<file path="config.mk">
export PLATFORM = sky130hd
export DESIGN_NAME = load_store_unit
export DESIGN_NICKNAME = d
export VERILOG_FILES = /design/src/rtl/load_store_unit_pkg.sv /design/src/rtl/load_store_unit_load_extract.sv /design/src/rtl/load_store_unit.sv
export SDC_FILE = /design/constraint.sdc
export NUM_CORES = 1
export LEC_CHECK = 0
export BUFFER_PORTS_ARGS = -buffer_cell sky130_fd_sc_hd__buf_2
export CAP_MARGIN = 20
export CORE_UTILIZATION = 35
export CTS_CLUSTER_DIAMETER = 60
export DETAILED_ROUTE_END_ITERATION = 7
export PLACE_DENSITY_LB_ADDON = 0.08
export SYNTH_ARGS = -nofsm -noshare
export SYNTH_HDL_FRONTEND = slang
export SYNTH_HIERARCHICAL = 1
export SYNTH_SLANG_ARGS = --single-unit
</file>
<file path="constraint.sdc">
create_clock -name i_Clock -period 3.07 [get_ports i_Clock]
set_input_delay 0.4605 -clock i_Clock [delete_from_list [all_inputs] [get_ports i_Clock]]
set_output_delay 0.4605 -clock i_Clock [all_outputs]
set_load 0.02 [all_outputs]
</file>
<file path="src/rtl/load_store_unit_pkg.sv">
// Shared definitions for the data-side load/store sequencer: funct3 encodings,
// sequencer state type and the request legality check.
package load_store_unit_pkg;

    localparam logic [2:0] LSU_B  = 3'd0;
    localparam logic [2:0] LSU_H  = 3'd1;
    localparam logic [2:0] LSU_W  = 3'd2;
    localparam logic [2:0] LSU_BU = 3'd4;
    localparam logic [2:0] LSU_HU = 3'd5;

    typedef enum logic {
        IDLE,
        READ
    } lsu_state_t;

    // True when funct3 is not a legal access of this kind or the offset breaks its alignment.
    function automatic logic lsu_fault(input logic is_store, input logic [2:0] funct,
                                       input logic [1:0] offset);
        logic bad_funct;
        logic misaligned;
        if (is_store) bad_funct = (funct > LSU_W);
        else          bad_funct = !(funct inside {LSU_B, LSU_H, LSU_W, LSU_BU, LSU_HU});
        case (funct)
            LSU_H, LSU_HU: misaligned = offset[0];
            LSU_W:         misaligned = (offset != 2'b00);
            default:       misaligned = 1'b0;
        endcase
        return bad_funct || misaligned;
    endfunction

endpackage

</file>
<file path="src/rtl/load_store_unit_load_extract.sv">
// Selects the addressed byte/halfword of a memory word and sign- or zero-extends
// it according to the load funct3.
module load_extract
    import load_store_unit_pkg::*;
(
    input  logic [31:0] i_Word,
    input  logic [1:0]  i_Offset,
    input  logic [2:0]  i_Funct,
    output logic [31:0] o_Result
);

    logic [7:0]  byte_sel;
    logic [15:0] half_sel;

    always_comb begin
        byte_sel = i_Word[{i_Offset, 3'b000} +: 8];
        half_sel = i_Word[{i_Offset[1], 4'b0000} +: 16];
        case (i_Funct)
            LSU_B:   o_Result = {{24{byte_sel[7]}}, byte_sel};
            LSU_H:   o_Result = {{16{half_sel[15]}}, half_sel};
            LSU_W:   o_Result = i_Word;
            LSU_BU:  o_Result = {24'd0, byte_sel};
            LSU_HU:  o_Result = {16'd0, half_sel};
            default: o_Result = '0;
        endcase
    end

endmodule

</file>
<file path="src/rtl/load_store_unit.sv">
// Data memory sequencer for RV32I loads/stores on a word memory without byte
// enables: sub-word stores are read-modify-write, loads take one read cycle.
module load_store_unit
    import load_store_unit_pkg::*;
(
    input  logic        i_Clock,
    input  logic        i_Reset,
    input  logic        i_MemRead,
    input  logic        i_MemWrite,
    input  logic [2:0]  i_Funct,
    input  logic [31:0] i_Address,
    input  logic [31:0] i_StoreData,
    output logic        o_Stall,
    output logic        o_LoadValid,
    output logic [31:0] o_LoadData,
    output logic        o_Fault,
    output logic [31:0] o_MemAddress,
    output logic        o_MemReadEnable,
    output logic        o_MemWriteEnable,
    output logic [31:0] o_MemDataOut,
    input  logic [31:0] i_MemDataIn
);

    lsu_state_t  state_q, state_d;
    logic [2:0]  funct_q, funct_d;
    logic [1:0]  offset_q, offset_d;
    logic [31:0] store_data_q, store_data_d;
    logic        is_store_q, is_store_d;

    logic [31:0] extracted;
    logic [31:0] merged;

    load_extract u_load_extract (
        .i_Word   (i_MemDataIn),
        .i_Offset (offset_q),
        .i_Funct  (funct_q),
        .o_Result (extracted)
    );

    always_comb begin
        state_d          = state_q;
        funct_d          = funct_q;
        offset_d         = offset_q;
        store_data_d     = store_data_q;
        is_store_d       = is_store_q;
        o_Stall          = 1'b0;
        o_LoadValid      = 1'b0;
        o_LoadData       = '0;
        o_Fault          = 1'b0;
        o_MemReadEnable  = 1'b0;
        o_MemWriteEnable = 1'b0;
        o_MemDataOut     = '0;
        o_MemAddress     = i_Reset ? '0 : {i_Address[31:2], 2'b00};

        // Sub-word store merge; only SB/SH ever reach READ as stores, so anything not B is H.
        merged = i_MemDataIn;
        if (funct_q == LSU_B) merged[{offset_q, 3'b000} +: 8]     = store_data_q[7:0];
        else                  merged[{offset_q[1], 4'b0000} +: 16] = store_data_q[15:0];

        if (i_Reset) begin
            state_d = IDLE;
        end else begin
            case (state_q)
                IDLE: begin
                    if (i_MemRead || i_MemWrite) begin
                        if (lsu_fault(i_MemWrite, i_Funct, i_Address[1:0])) begin
                            o_Fault = 1'b1;
                        end else if (i_MemWrite && (i_Funct == LSU_W)) begin
                            o_MemWriteEnable = 1'b1;
                            o_MemDataOut     = i_StoreData;
                        end else begin
                            o_MemReadEnable = 1'b1;
                            o_Stall         = 1'b1;
                            funct_d         = i_Funct;
                            offset_d        = i_Address[1:0];
                            store_data_d    = i_StoreData;
                            is_store_d      = i_MemWrite;
                            state_d         = READ;
                        end
                    end
                end
                READ: begin
                    if (is_store_q) begin
                        o_MemWriteEnable = 1'b1;
                        o_MemDataOut     = merged;
                    end else begin
                        o_LoadValid = 1'b1;
                        o_LoadData  = extracted;
                    end
                    state_d = IDLE;
                end
            endcase
        end
    end

    always_ff @(posedge i_Clock) begin
        if (i_Reset) begin
            state_q      <= IDLE;
            funct_q      <= '0;
            offset_q     <= '0;
            store_data_q <= '0;
            is_store_q   <= 1'b0;
        end else begin
            state_q      <= state_d;
            funct_q      <= funct_d;
            offset_q     <= offset_d;
            store_data_q <= store_data_d;
            is_store_q   <= is_store_d;
        end
    end

endmodule

</file>
==> impl_metrics.json <==
{
  "postCtsHoldBufs": 0,
  "nNetsFinal": 757,
  "drtIter0Drc": 379,
  "grt_max_degree": 56,
  "worstPathArrival_ps": 2420,
  "fin_crit_sh": 0.938,
  "postSynth.asyncResetShare": 0,
  "slowest_delay_ps": 700,
  "final_cell_area_um2": 4720,
  "stdcell_count": 781,
  "syn_avg_cell_area_um2": 7.59,
  "final_hold_viol_count": 0,
  "synth_seq_cells": 23,
  "cts_tree": "yes",
  "die_w_um": 104,
  "ys_seq_area_frac": 0.127,
  "num_vias": 4365,
  "yosys.area_share.adder": 0.0172,
  "relSlewSlack": 0.472,
  "outcome": "finished, final reports clean",
  "drv_cap": 0,
  "antenna_cells": 0,
  "cts_root_buf": "clkbuf_8",
  "critPathKind": "flip-flop to primary output",
  "cts_sinks": 23,
  "period_needed_ps": 2880,
  "crit_path_end_kind": "primary output",
  "num_rows": 36,
  "p_leak_nw": 2.24,
  "placedInstanceArea_um2": 4670,
  "clk_pin_slew_ps": 90,
  "ir_worst_vdd_mv": 0.181,
  "cts_setup_buffers": 0,
  "drive_gt1_frac": 0.372,
  "syn_inst": 478,
  "clock_path_buffers": 2,
  "critPathLaunchType": "flip-flop",
  "rsz0062_at_grt": "no",
  "synth_ff_type": "dfxtp_1",
  "core_region_area_um2": 9910,
  "critical_path_buf_inv_count": 2,
  "power.density_nw_per_um2": 253,
  "synthMuxAreaShare": 0.186,
  "cts_resized": 0,
  "area_growth_pct": 29.9,
  "synth-compound-area-share": 0.312,
  "drc_errors": 0,
  "dp_cells": 777,
  "gr-total-overflow": 0,
  "hold_start": "i_StoreData[0]",
  "critPathMaxFanout": 28,
  "tightest_slew_ps": 792,
  "grt_pass1_vias": 3883,
  "die_h_um": 104,
  "synth.distinct_cells": 44,
  "wl_per_cell_um": 17.5,
  "firstDrtPassIters": 5,
  "start_util": 0.366,
  "routed_wl_um": 13700,
  "final_common_cell": "buf_2",
  "fmax_ghz": 0.347,
  "critical_path.startpoint": "funct_q[0]$_SDFFE_PP0P_",
  "final_core_util": 0.476,
  "report.final.slew_viol_count": 0,
  "via_per_inst": 5.59,
  "synth_edf_count": 0,
  "cpMaxStageDelayCell": "or3_2",
  "io_buffers": 201,
  "synth_warnings": 6,
  "grt_pass1_wl_um": 21100,
  "place_congestion": 0.857,
  "path_delay_family": "simple AND/OR/NAND/NOR gates",
  "grt_usage": 0.242,
  "io_pins": 204,
  "hp-class": "primary input to flip-flop",
  "yosys.area_share.simple": 0.271,
  "antenna_found_initial": 0,
  "setup_viol": 0,
  "insertion_delay_ps": 270,
  "fin_skew_ps": 4.28,
  "worstPathRequired_ps": 2610,
  "die_area_um2": 10800,
  "syn-cell-area_um2": 3630,
  "synth_top_family_by_area": "compound AO/OA/AOI/OAI gates",
  "final_cell_mix": "buf_2, mux2i_1, a21oi_1, nor2b_1, nand2b_1",
  "reg2reg_from": "state_q$_SDFF_PP0_",
  "ant_nets": 0,
  "htree_levels": 1,
  "cts-buffers-inserted": 3,
  "synth_xor_area_frac": 0,
  "crit_chain": "or3_2, buf_4, a221oi_1, a211o_1, a21oi_1, buf_2",
  "dp_hpwl_um": 10500,
  "hold_slack_ps": 434
}
-- worst paths after layout --
path,to,slack (ps),cells past startpoint
hold reg to reg,store_data_q[14]$_SDFFE_PP0P_,530,2
setup reg to reg,offset_q[0]$_SDFFE_PP0P_,1460,5
setup / recovery,o_MemDataOut[3],190,6
hold / removal,store_data_q[0]$_SDFFE_PP0P_,430,3
-- final cells by class --
cell class              instances  area (µm²)
flip-flops and latches         23         462
fillers                      1015        5190
well taps                     133         166
inverters                       8        30.0
repair buffers                217        1140
clock buffers                   3        41.3
clock inverters                 1        5.00
multi-input cells             396        2870
-- metal layers --
layer  wire length (µm)  global-route usage
met5                  0                   0
met4                184              0.0551
met3                868              0.0283
met2               6140               0.387
met1               6510               0.344
-- cells in the mapped netlist, drive strengths merged, types with 14 or more instances --
library cell,count,area (µm²)
o211ai,16,120
a211o,33,290
nand2b,35,219
buf,20,153
a221oi,32,280
nor2b,38,238
a22oi,14,119
clkbuf,32,130
o21ai,15,75.1
dfxtp,23,460
nor2,27,101
mux2i,56,561
nand3,16,80.1
and2,32,200
a21oi,39,195
-- registers in the layout (all words and copies together), names as in the netlist --
name          cells
funct_q           3
store_data_q     16
offset_q          2
state_q           1
is_store_q        1
-- power by group --
| group | internal, mW | switching, mW | total (mW) |
|---|---|---|---|
| Sequential | 0.316 | 0.0278 | 0.344 |
| Clock | 0.0910 | 0.109 | 0.200 |
| Combinational | 0.271 | 0.378 | 0.649 |
-- cell families (layout without fill, tap and decap cells) --
family | Yosys count | count (layout)
compound gates | 155 | 155
buf+inv | 60 | 229
fa+ha+maj | 5 | 5
flops | 23 | 23
simple gates | 168 | 168
other cells | 1 | 2
mux | 66 | 66
-- worst reg2reg max path: cells and delay by family, from the launching register on --
| family | cells | cell delay [ps] |
|---|---|---|
| mux | 1 | 250 |
| compound gates | 1 | 170 |
| simple gates | 1 | 70 |
| buf+inv | 2 | 640 |
| flops | 1 | 340 |
-- per-stage QoR --
stage,setup TNS [ps],power (mW),worst slack [ps]
after global routing,0,1.27,2.82
after floorplan,-19.3,0.792,-2.83
after detailed placement,0,0.996,544
after global placement,0,0.984,558
final,0,1.19,189
after CTS,0,1.19,234
No activity file was read; power rests on OpenSTA's default activity.
